[src/rtl/gb_ppu_pkg.sv]
// Shared PPU definitions: mode encoding, visible geometry and palette lookup.
package gb_ppu_pkg;

    typedef enum logic [1:0] {
        H_BLANK = 2'd0,
        V_BLANK = 2'd1,
        SCAN    = 2'd2,
        DRAW    = 2'd3
    } PPU_STATES_t;

    localparam int LINE_PX        = 160;
    localparam int LINES          = 144;
    localparam int WORDS_PER_LINE = 10;

    function automatic logic [1:0] bgp_shade(input logic [7:0] bgp, input logic [1:0] idx);
        return bgp[{idx, 1'b0} +: 2];
    endfunction

endpackage

[src/rtl/gb_fb_fifo.sv]
// First-word-fall-through sync FIFO holding pending framebuffer writes {addr, data}.
module gb_fb_fifo #(
    parameter int DEPTH = 4,
    parameter int WIDTH = 64
) (
    input  logic             clk,
    input  logic             rst,
    input  logic             push,
    input  logic [WIDTH-1:0] push_data,
    input  logic             pop,
    output logic [WIDTH-1:0] head,
    output logic             full,
    output logic             empty,
    output logic             drop
);
    import gb_ppu_pkg::*;

    localparam int AW = (DEPTH > 1) ? $clog2(DEPTH) : 1;

    logic [AW-1:0]    wr_ptr_q, wr_ptr_d;
    logic [AW-1:0]    rd_ptr_q, rd_ptr_d;
    logic [AW:0]      count_q, count_d;
    logic [WIDTH-1:0] mem_q [DEPTH];
    logic             do_push, do_pop;

    assign full  = (count_q == (AW+1)'(DEPTH));
    assign empty = (count_q == '0);
    assign head  = mem_q[rd_ptr_q];

    always_comb begin
        do_pop   = pop && !empty;
        // A full FIFO still accepts a push when the head leaves in the same cycle.
        do_push  = push && (!full || do_pop);
        drop     = push && !do_push;
        wr_ptr_d = do_push ? wr_ptr_q + 1'b1 : wr_ptr_q;
        rd_ptr_d = do_pop  ? rd_ptr_q + 1'b1 : rd_ptr_q;
        count_d  = count_q;
        if (do_push && !do_pop) begin
            count_d = count_q + 1'b1;
        end else if (!do_push && do_pop) begin
            count_d = count_q - 1'b1;
        end
    end

    always_ff @(posedge clk) begin
        if (!rst) begin
            wr_ptr_q <= '0;
            rd_ptr_q <= '0;
            count_q  <= '0;
        end else begin
            wr_ptr_q <= wr_ptr_d;
            rd_ptr_q <= rd_ptr_d;
            count_q  <= count_d;
        end
    end

    always_ff @(posedge clk) begin
        if (do_push) begin
            mem_q[wr_ptr_q] <= push_data;
        end
    end

endmodule

[src/rtl/gb_fb_writer.sv]
// PPU pixel sink: palette-maps colour indices, packs 16 shades per word and
// streams the words into the framebuffer through an Avalon-MM write master.
module gb_fb_writer #(
    parameter logic [31:0] FB_BASE    = 32'h0000_0000,
    parameter int          FIFO_DEPTH = 4,
    parameter int          LINE_PX    = gb_ppu_pkg::LINE_PX,
    parameter int          LINES      = gb_ppu_pkg::LINES
) (
    input  logic        clk,
    input  logic        rst,
    input  logic        lcd_en,
    input  logic [1:0]  ppu_mode,
    input  logic [7:0]  bgp,
    input  logic [1:0]  px_in,
    input  logic        px_valid,
    output logic [31:0] fb_address,
    output logic [31:0] fb_writedata,
    output logic        fb_write,
    input  logic        fb_waitrequest,
    output logic        frame_done,
    output logic        overflow
);
    import gb_ppu_pkg::*;

    localparam int X_W = $clog2(LINE_PX + 1);
    localparam int Y_W = $clog2(LINES + 1);
    localparam logic [X_W-1:0] LINE_PX_X = X_W'(LINE_PX);
    localparam logic [Y_W-1:0] LINES_Y   = Y_W'(LINES);

    logic [X_W-1:0] x_q, x_d;
    logic [Y_W-1:0] y_q, y_d;
    logic [3:0]     word_idx_q, word_idx_d;
    logic [31:0]    pack_q, pack_d;
    logic [1:0]     mode_q, mode_d;
    logic           armed_q, armed_d;
    logic           frame_done_q, frame_done_d;
    logic           overflow_q, overflow_d;

    logic           accept, line_end, frame_end;
    logic           push, pop;
    logic [31:0]    push_addr, push_data;
    logic [15:0]    lin_word;
    logic [63:0]    fifo_head;
    logic           fifo_full, fifo_empty, fifo_drop;

    always_comb begin
        x_d          = x_q;
        y_d          = y_q;
        word_idx_d   = word_idx_q;
        pack_d       = pack_q;
        mode_d       = ppu_mode;
        armed_d      = armed_q;
        frame_done_d = 1'b0;
        overflow_d   = overflow_q | fifo_drop;
        push         = 1'b0;
        push_data    = pack_q;

        accept    = px_valid && lcd_en && (ppu_mode == DRAW) &&
                    (x_q < LINE_PX_X) && (y_q < LINES_Y);
        line_end  = lcd_en && (mode_q == DRAW) && (ppu_mode == H_BLANK);
        frame_end = lcd_en && (((ppu_mode == V_BLANK) && (mode_q != V_BLANK)) ||
                               (y_q == LINES_Y));

        lin_word  = 16'(y_q) * 16'(WORDS_PER_LINE) + 16'(word_idx_q);
        push_addr = FB_BASE + {14'd0, lin_word, 2'b00};

        if (!lcd_en) begin
            x_d        = '0;
            y_d        = '0;
            word_idx_d = '0;
            pack_d     = '0;
        end else begin
            // Any DRAW activity re-arms frame_done so each frame pulses it once.
            if (ppu_mode == DRAW) begin
                armed_d = 1'b1;
            end
            if (accept) begin
                push_data[{x_q[3:0], 1'b0} +: 2] = bgp_shade(bgp, px_in);
                x_d = x_q + 1'b1;
                if (x_q[3:0] == 4'hF) begin
                    push       = 1'b1;
                    pack_d     = '0;
                    word_idx_d = word_idx_q + 1'b1;
                end else begin
                    pack_d = push_data;
                end
            end
            if (line_end) begin
                // Unused upper pack bits are already zero, giving the padding.
                push       = (x_q[3:0] != 4'h0);
                push_data  = pack_q;
                x_d        = '0;
                word_idx_d = '0;
                pack_d     = '0;
                if (y_q < LINES_Y) begin
                    y_d = y_q + 1'b1;
                end
            end
            if (frame_end) begin
                y_d = '0;
                if (armed_q) begin
                    frame_done_d = 1'b1;
                    armed_d      = 1'b0;
                end
            end
        end
    end

    always_ff @(posedge clk) begin
        if (!rst) begin
            x_q          <= '0;
            y_q          <= '0;
            word_idx_q   <= '0;
            pack_q       <= '0;
            mode_q       <= H_BLANK;
            armed_q      <= 1'b1;
            frame_done_q <= 1'b0;
            overflow_q   <= 1'b0;
        end else begin
            x_q          <= x_d;
            y_q          <= y_d;
            word_idx_q   <= word_idx_d;
            pack_q       <= pack_d;
            mode_q       <= mode_d;
            armed_q      <= armed_d;
            frame_done_q <= frame_done_d;
            overflow_q   <= overflow_d;
        end
    end

    gb_fb_fifo #(
        .DEPTH (FIFO_DEPTH),
        .WIDTH (64)
    ) u_fifo (
        .clk       (clk),
        .rst       (rst),
        .push      (push),
        .push_data ({push_addr, push_data}),
        .pop       (pop),
        .head      (fifo_head),
        .full      (fifo_full),
        .empty     (fifo_empty),
        .drop      (fifo_drop)
    );

    // Head is masked while empty so the bus idles at FB_BASE with zero data.
    assign fb_write     = !fifo_empty;
    assign pop          = fb_write && !fb_waitrequest;
    assign fb_address   = fifo_empty ? FB_BASE : fifo_head[63:32];
    assign fb_writedata = fifo_empty ? 32'h0   : fifo_head[31:0];
    assign frame_done   = frame_done_q;
    assign overflow     = overflow_q;

endmodule

[config.mk]
export PLATFORM = sky130hd
export DESIGN_NAME = gb_fb_writer
export DESIGN_NICKNAME = d
export VERILOG_FILES = /design/src/rtl/gb_ppu_pkg.sv /design/src/rtl/gb_fb_fifo.sv /design/src/rtl/gb_fb_writer.sv
export SDC_FILE = /design/constraint.sdc
export NUM_CORES = 1
export LEC_CHECK = 0
export CAP_MARGIN = 20
export CORE_MARGIN = 4
export CORE_UTILIZATION = 57
export CTS_BUF_LIST = sky130_fd_sc_hd__clkbuf_4 sky130_fd_sc_hd__clkbuf_8 sky130_fd_sc_hd__clkbuf_16
export DETAILED_ROUTE_END_ITERATION = 8
export PLACE_DENSITY_LB_ADDON = 0.08
export SYNTH_ARGS = -nofsm -noshare
export SYNTH_HDL_FRONTEND = slang
export SYNTH_SLANG_ARGS = --single-unit
[constraint.sdc]
create_clock -name clk -period 5.7 [get_ports clk]
set_clock_uncertainty 0.2 [all_clocks]
set_input_delay 0.855 -clock clk [delete_from_list [all_inputs] [get_ports clk]]
set_output_delay 0.855 -clock clk [all_outputs]
set_load 0.03 [all_outputs]
# After elaboration in Yosys (flattened, before gate mapping)
# Memories as Yosys holds them, arrays and structs flattened. A register that Yosys moved wholly into a read port is not among the register bits.
# Cells that the tools add are included.
# word_totals
word_cells	88
ff_bits	64
n_memories	1
ram_bits	180
# classes
n_mux	21
n_eq_ne	7
n_mul	1
shifts	3
add_sub_neg	9
order_cmp	2
n_reduce_logical	30
bitwise	3
# memory_table
name	depth	word_bits	rd	rd_clocked_by_memory_dff	write_ports	line	rtl
u_fifo.mem_q	4	45	1	1	1	gb_fb_fifo.sv:23	logic [WIDTH-1:0] mem_q [DEPTH];
# ops
cell	count
32-bit two-way mux	6
32-bit bitwise mux	1
2-bit by 7-bit variable shift with 32-bit output (first input constant)	1
2-bit by 7-bit variable part select with 32-bit output	1
8-bit by 1-bit adder with 8-bit output (second input constant)	2
8-bit less-than comparator (second input constant)	2
1-bit logical AND	14
12-bit by 4-bit adder with 13-bit output	1
8-bit by 3-bit multiplier with 11-bit output (second input constant)	1
1-bit two-way mux	10
8-bit equality test (second input constant)	1
8-bit by 4-bit variable part select with 2-bit output	1
5-bit negation with 7-bit output	1
3-bit two-way mux	2
3-bit OR reduction	2
1-bit logical NOT	5
2-bit by 1-bit adder with 2-bit output (second input constant)	2
4-bit by 1-bit adder with 4-bit output (second input constant)	1
2-bit equality test (second input constant)	2
4-bit equality test (second input constant)	1
2-bit two-way mux	2
2-bit AND reduction	2
4-bit nonzero test	1
3-bit by 1-bit adder with 3-bit output (second input constant)	1
other kinds (11)	13

# Longest topological paths before layout
# Gate-level depths: netlist of run 1.
# depth
depth_word	12
depth_mapped	13

# Hierarchy
# A second synthesis of run 1 with hierarchy kept.
# unflattened
cells_unflattened	936
hier_area_um2	13998.4
# by_module_without_submodules
module	n_inst	cells_per_inst	area_per_inst_um2	seq_area_each_um2
gb_fb_fifo	1	384	9794.4	7867.5
gb_fb_writer	1	552	4204.0	1141.1

# Least setup slack after synthesis of run 1
# No wires, ideal clock.
# synth_timing
path_kind	input port to flip-flop
start	input port ppu_mode[0]
end	memory u_fifo.mem_q[0][0] (netlist name), enable pin
slack_ns	2.370
stages	4
arrival_time_ns	2.723
t_required_ns	5.093
path_buffers	0
setup_ns	0.407
path_cell_list	and4_1 > nand4_2 > a21oi_4 > and2_1
# synth_via
elab_chain_len	10
elab_cells_between_ends	12
classes_between	eq/ne (1); mux (5); reduce/logical (6)
# synth_lines
item	line	rtl
start, declared	gb_fb_writer.sv:12	input logic [1:0] ppu_mode,
2-bit equality test	gb_fb_writer.sv:58	accept = px_valid && lcd_en && (ppu_mode == DRAW) &&
1-bit logical AND (2 in a row)	gb_fb_writer.sv:58	
1-bit logical AND	gb_fb_writer.sv:59	(x_q < LINE_PX_X) && (y_q < LINES_Y);
1-bit two-way mux	gb_fb_writer.sv:77	if (accept) begin
1-bit two-way mux *	gb_fb_writer.sv:88	if (line_end) begin
1-bit two-way mux *	gb_fb_writer.sv:67	if (!lcd_en) begin
1-bit logical AND *	gb_fb_fifo.sv:33	do_push = push && (!full || do_pop);
named net u_fifo.do_push	gb_fb_fifo.sv:24	logic do_push, do_pop;
1-bit two-way mux *	gb_fb_fifo.sv:58	if (do_push) begin
1-bit two-way mux (not written as such) *	gb_fb_fifo.sv:59	mem_q[wr_ptr_q] <= push_data;
end, declared	gb_fb_fifo.sv:23	
# Mark *: on every way through the listed nets, which the timed path passes. The rest lies on a longest branch.

==> impl_metrics.yaml, run 1 <==
setup_path:
  crit_path_kind: "reg2out"
  worst_path_max_fanout: 45
  reg2regPathDepth: 6
  arrival_ps: 2940
  worstPathRequired_ps: 4640
  crit_path_start_kind: "flip-flop"
  setup.worst_path.end_class: "output pin"
synthesis:
  synth_commonest_cells: "sky130_fd_sc_hd__edfxtp_1, sky130_fd_sc_hd__dfxtp_1, sky130_fd_sc_hd__nor2b_1, sky130_fd_sc_hd__mux4_2, sky130_fd_sc_hd__nand2_1"
  synth_edf_count: 180
  ys_dominant_reg_cell: "sky130_fd_sc_hd__edfxtp_1"
  postSynthCellCount: 782
  ys_warn_count: 0
  synth.largest_area_cell: "sky130_fd_sc_hd__edfxtp_1"
  synth_area_sq_um: 11200
  syn_area_cell_sq_um: 14.3
  post-synth-top-area-fraction: 0.485
  synth_sequential_area_ratio: 0.603
  netlist_top_cells_area: "sky130_fd_sc_hd__edfxtp_1, sky130_fd_sc_hd__dfxtp_1, sky130_fd_sc_hd__mux4_2"
  synthArstFlopShare: 0
  flops_latches_synth: 246
  synth.distinct_cells: 71
  synth.most_common_cell: "sky130_fd_sc_hd__edfxtp_1"
die:
  core_region_area_sq_um: 19000
  ios: 84
  fp.dieW_microns: 148
  row_count: 50
  die_h_microns: 148
  initial_utilization: 0.588
  full_die_area_sq_um: 21900
timing:
  grt_setup_unrepaired: "false"
  tightest_slew_ps: 948
  timing_hold_violations_final: 0
  relSlewSlack: 0.367
  final.period_utilization: 0.701
  fmaxAchievable_mhz: 250
  finalWorstPathRequiredPeriod_ps: 4000
  setup_total_negative_slack_ps: 0
  final-setup-viol-count: 0
  maxSlewViolCount: 0
global_routing:
  globalRouteTotalUtil: 0.199
  grt_start_max_net_pins: 46
  grt_antenna_before_repair: 0
  grt-ovfl-total: 0
  first_global_vias: 6587
  grt_first_pass_wirelength_microns: 35000
clock_network:
  cts_bufs_inserted: 26
  clk_latency_ps: 510
  ctsHoldBuffers: 0
  cts.repair_timing.setup_buffer_count: 0
  cts.htree.levels: 1
  ctsResizeCount: 0
  clock-root-buffer: "sky130_fd_sc_hd__clkbuf_16"
  clk_pin_slew_worst_paths_ps: 60
  tritoncts_num_sinks: 246
  tritoncts_clock_tree: "done"
  cts.path.max_buffers: 3
detailed_routing:
  drt_wl_total_microns: 21400
  dr.pass1.iters: 5
  avgRoutedWirePerCell_microns: 19.0
  ant_nets: 0
  dr_total_vias: 6451
  detail_route.drc_violations: 0
  drt_first_iter_violations: 549
  viasPerCell: 5.71
final_layout:
  regArea_sq_um: 6730
  final_layout_size_suffix_gt1_frac: 0.159
  filler_cell_count: 1355
  insertedDiodeCount: 0
  multi_input_area_sq_um: 4130
  fin_nets: 896
  synthToLayoutAreaGrowth_pct: 14.9
  instances_no_fill: 1129
placed_design:
  dpl.cell_count: 1082
  io_buffers: 64
  globalplace.congestion: 0.841
  place.detailed.hpwl_microns: 14600
outcome:
  status: "finished, final reports clean"
hold_path:
  hp-class: "reg2reg"
  whs_path_depth: 2
job:
  cap_violations: 0
power:
  power_density_nw_per_um2: 370
  worst_ir_drop_vdd_uv: 318
  leakagePower_uw: 0.00442
-- logic make-up (layout without fill, tap and decap cells) --
kind of cell / Yosys count / count (layout) / synth area share
adders and majority gates: 29 / 29 / 0.0346
muxes: 82 / 82 / 0.130
buffers and inverters: 77 / 142 / 0.0350
DFF: 246 / 246 / 0.603
and+or+nand+nor: 215 / 215 / 0.106
xor gates and xnor gates: 32 / 32 / 0.0251
AOI/OAI and AO/OA: 100 / 100 / 0.0658
other: 1 / 23 / 0.000336
-- area by class of cell --
class | instances | share of cell area
sequential | 246 | 0.525
multi-input combinational | 481 | 0.322
clock buffer | 32 | 0.0561
timing repair buffer | 72 | 0.0547
tap | 260 | 0.0254
clock inverter | 15 | 0.0101
inverter | 23 | 0.00674
-- registers in the layout, indices dropped and copies added, names as in the netlist, 2 cells and up, named ones only --
register         flops
u_fifo.mem_q       180
pack_q              32
x_q                  8
y_q                  8
word_idx_q           4
u_fifo.count_q       3
mode_q               2
u_fifo.rd_ptr_q      2
u_fifo.wr_ptr_q      2
-- power by group --
| group | switching [uW] | total [uW] | internal [uW] |
|---|---|---|---|
| Combinational | 692 | 1170 | 477 |
| Clock | 654 | 1640 | 984 |
| Sequential | 20.0 | 1930 | 1910 |
| Total | 1370 | 4740 | 3370 |
-- final timing paths --
path	startpoint	slack, ps	to
worst max-delay path	flip-flop	1700	fb_writedata[31]
worst min-delay path	pack_q[31]	250	pack_q[31]
worst max register to register	x_q[0]	1750	u_fifo.mem_q[2][33]
worst min register to register	pack_q[31]	250	pack_q[31]
-- worst max-delay path, stage by stage, from the launching register on --
cell and delay (ps):
sky130_fd_sc_hd__dfxtp_2 310, sky130_fd_sc_hd__buf_4 680, sky130_fd_sc_hd__mux4_2 620, sky130_fd_sc_hd__nor2b_1 150, sky130_fd_sc_hd__clkdlybuf4s50_1 600
-- through the flow --
step | worst slack, ps | utilization | total power [uW] | hold WS (ps) | cell area, sq um
floorplan | 2370 | - | 2710 | 218 | 11200
global placement | 1660 | 0.631 | 3140 | 234 | 12000
detailed placement | 1580 | 0.631 | 3160 | 246 | 12000
CTS | 1610 | 0.676 | 4800 | 256 | 12800
global route | 1490 | 0.676 | 4930 | 275 | 12800
finish | 1700 | 0.676 | 4740 | 252 | 12800
-- cell usage in the layout, fill, tap and decap left out, types with 10 or more instances in the layout --
cell type                           n
sky130_fd_sc_hd__a21oi_1           11
sky130_fd_sc_hd__a32o_1            10
sky130_fd_sc_hd__and2_1            15
sky130_fd_sc_hd__clkbuf_16         27
sky130_fd_sc_hd__clkdlybuf4s50_1   64
sky130_fd_sc_hd__conb_1            23
sky130_fd_sc_hd__dfxtp_1           64
sky130_fd_sc_hd__edfxtp_1         180
sky130_fd_sc_hd__ha_1              26
sky130_fd_sc_hd__inv_1             23
sky130_fd_sc_hd__mux2_2            13
sky130_fd_sc_hd__mux2i_1           15
sky130_fd_sc_hd__mux4_2            47
sky130_fd_sc_hd__nand2_1           41
sky130_fd_sc_hd__nand3_1           15
sky130_fd_sc_hd__nor2_1            35
sky130_fd_sc_hd__nor2b_1           53
sky130_fd_sc_hd__o21ai_0           30
sky130_fd_sc_hd__xnor2_1           19
sky130_fd_sc_hd__xor2_1            13
-- metal layers --
| layer | GRT usage | share of wire |
|---|---|---|
| met5 | 0 | 0 |
| met4 | 0.0462 | 0.017 |
| met3 | 0.0248 | 0.044 |
| met2 | 0.336 | 0.49 |
| met1 | 0.281 | 0.45 |
No activity file was read; power rests on OpenSTA's default activity.
==> run 2: changes to the inputs <==
Settings changed: CORE_UTILIZATION 57 to 53.
Clock period 5.7 ns to 3.3 ns, I/O delays scaled along.
==> run 2 against run 1 <==
Against the previous run:
- sequential power grew 73%
- register-to-register slack lost 1500 ps
- first-iteration DRC count shrank 3.5%
- global-route usage shrank 1.3 points
- die area grew 7.1%
- via count grew 1.8%
- critical path type unchanged
- critical endpoint is now fb_address[13]
==> impl_metrics.yaml, run 2 (synthesis gave the netlist of run 1 again) <==
power:
  p_sw_frac: 0.293
  power_density_nw_per_um2: 613
  power_frac_clock: 0.338
  worst_ir_drop_vdd_uv: 350
  p_seq_frac: 0.413
  gate_power_share: 0.248
  switching_power_uw: 2370
  design_power_total_uw: 8070
  leakagePower_uw: 0.00523
  internal_power_uw: 5700
detailed_routing:
  ant_nets: 0
  dr_total_vias: 6565
  detail_route.drc_violations: 0
  viasPerCell: 5.66
  drt_first_iter_violations: 530
  drt_wl_total_microns: 22400
  avgRoutedWirePerCell_microns: 19.3
  dr.pass1.iters: 5
clock_network:
  tritoncts_clock_tree: "done"
  cts.htree.levels: 1
  cts.path.max_buffers: 3
  cts_bufs_inserted: 26
  tritoncts_num_sinks: 246
  clk_pin_slew_worst_paths_ps: 60
  cts.repair_timing.setup_buffer_count: 0
  clk_latency_ps: 520
  clock-root-buffer: "sky130_fd_sc_hd__clkbuf_16"
  ctsHoldBuffers: 0
global_routing:
  grt_start_max_net_pins: 46
  grt_antenna_before_repair: 0
  grt-ovfl-total: 0
  grt_first_pass_wirelength_microns: 35600
  first_global_vias: 6759
  globalRouteTotalUtil: 0.186
placed_design:
  dpl.cell_count: 1111
  place.detailed.hpwl_microns: 14400
  globalplace.congestion: 0.919
  io_buffers: 64
setup_path:
  crit_path_kind: "reg2out"
  arrival_ps: 2510
  crit-reg2reg-capture: "u_fifo.mem_q[3][43]"
  setup.worst_path.end_class: "output pin"
  worstPathRequired_ps: 2600
  endpoint: "fb_address[13]"
  reg2regPathDepth: 8
  crit_path_start_kind: "flip-flop"
  critical_path.reg2reg.startpoint: "y_q[3]"
  worst_path_max_fanout: 23
  reg2reg_slack_ps: 230
final_layout:
  regMostFlops: "u_fifo.mem_q"
  largest_register_ffs: 180
  commonest_non_fill_non_tap_cell_in_the_layout: "sky130_fd_sc_hd__edfxtp_1"
  instances_no_fill: 1159
  insertedDiodeCount: 0
  mostFrequentLayoutCells: "sky130_fd_sc_hd__edfxtp_1, sky130_fd_sc_hd__dfxtp_1, sky130_fd_sc_hd__nor2b_1"
  fin_nets: 916
  registers_with_the_most_flip_flops: "u_fifo.mem_q x180, pack_q x32"
  synthToLayoutAreaGrowth_pct: 18.0
  utilization: 0.642
  final_layout_size_suffix_gt1_frac: 0.179
die:
  row_count: 52
  ios: 84
  initial_utilization: 0.544
  fp.dieW_microns: 153
  core_region_area_sq_um: 20500
  full_die_area_sq_um: 23400
  die_h_microns: 153
timing:
  timing_hold_violations_final: 0
  grt_setup_unrepaired: "false"
  final.period_utilization: 0.971
  tightest_slew_ps: 618
  finalWorstPathRequiredPeriod_ps: 3200
  fmaxAchievable_mhz: 312
  relSlewSlack: 0.584
  maxSlewViolCount: 0
  setup_total_negative_slack_ps: 0
  whs_ps: 242
  final-setup-viol-count: 0
outcome:
  status: "finished, final reports clean"
job:
  cap_violations: 0
hold_path:
  hp-class: "reg2reg"
  hp-start: "armed_q"
-- run 2: worst min path at each step --
stage                 end  slack [ps]  cells after the start
6_report       frame_done         240                      2
5_1_grt        pack_q[10]         270                      2
4_1_cts        frame_done         240                      2
3_5_place_dp   frame_done         240                      2
3_3_place_gp   frame_done         230                      2
2_1_floorplan  frame_done         220                      2
-- run 2: routing by layer --
layer / vias to the layer above / share of wire / GRT usage
met1: 3293 / 0.45 / 0.259
met3: 25 / 0.045 / 0.0243
met5: - / 0 / 0
met2: 170 / 0.49 / 0.315
met4: 0 / 0.014 / 0.0441
li1: 3077 / - / -
-- run 2: power by group through the flow --
stage | clock (uW) | combinational [uW] | sequential [uW]
2_1_floorplan | 0 | 1300 | 3380
6_report | 2730 | 2000 | 3330
3_5_place_dp | 0 | 2090 | 3390
5_1_grt | 2920 | 2140 | 3340
4_1_cts | 2800 | 2080 | 3330
3_3_place_gp | 0 | 2070 | 3390
-- run 2: final cells by class --
type | instances | area (sq um)
Inverter | 23 | 86.3
Timing Repair Buffer | 92 | 1050
Multi-Input combinational cell | 481 | 4130
Sequential cell | 246 | 6730
Fill cell | 1550 | 7340
Tap cell | 270 | 338
Clock buffer | 37 | 763
Clock inverter | 10 | 52.6
-- run 2: what timing repair did --
item / 4_1_cts / 5_1_grt
gates cloned: 0 / 1
gates resized for setup: 4 / 42
endpoints found under the setup margin: 8 / 45
-- run 2: per-stage QoR --
stage / setup WS [ps] / cell area (sq um)
after floorplan: 34.6 / 11200
after global placement: 176 / 12200
after detailed placement: 80.2 / 12200
after CTS: 0.187 / 13000
after global routing: 1.14 / 13200
final: 96.5 / 13200
-- run 2: worst max-delay path: stages, from the launching register on --
cell                              delay, ps
sky130_fd_sc_hd__dfxtp_2                460
sky130_fd_sc_hd__buf_16                 260
sky130_fd_sc_hd__mux4_2                 510
sky130_fd_sc_hd__nor2b_1                140
sky130_fd_sc_hd__clkdlybuf4s50_1        600
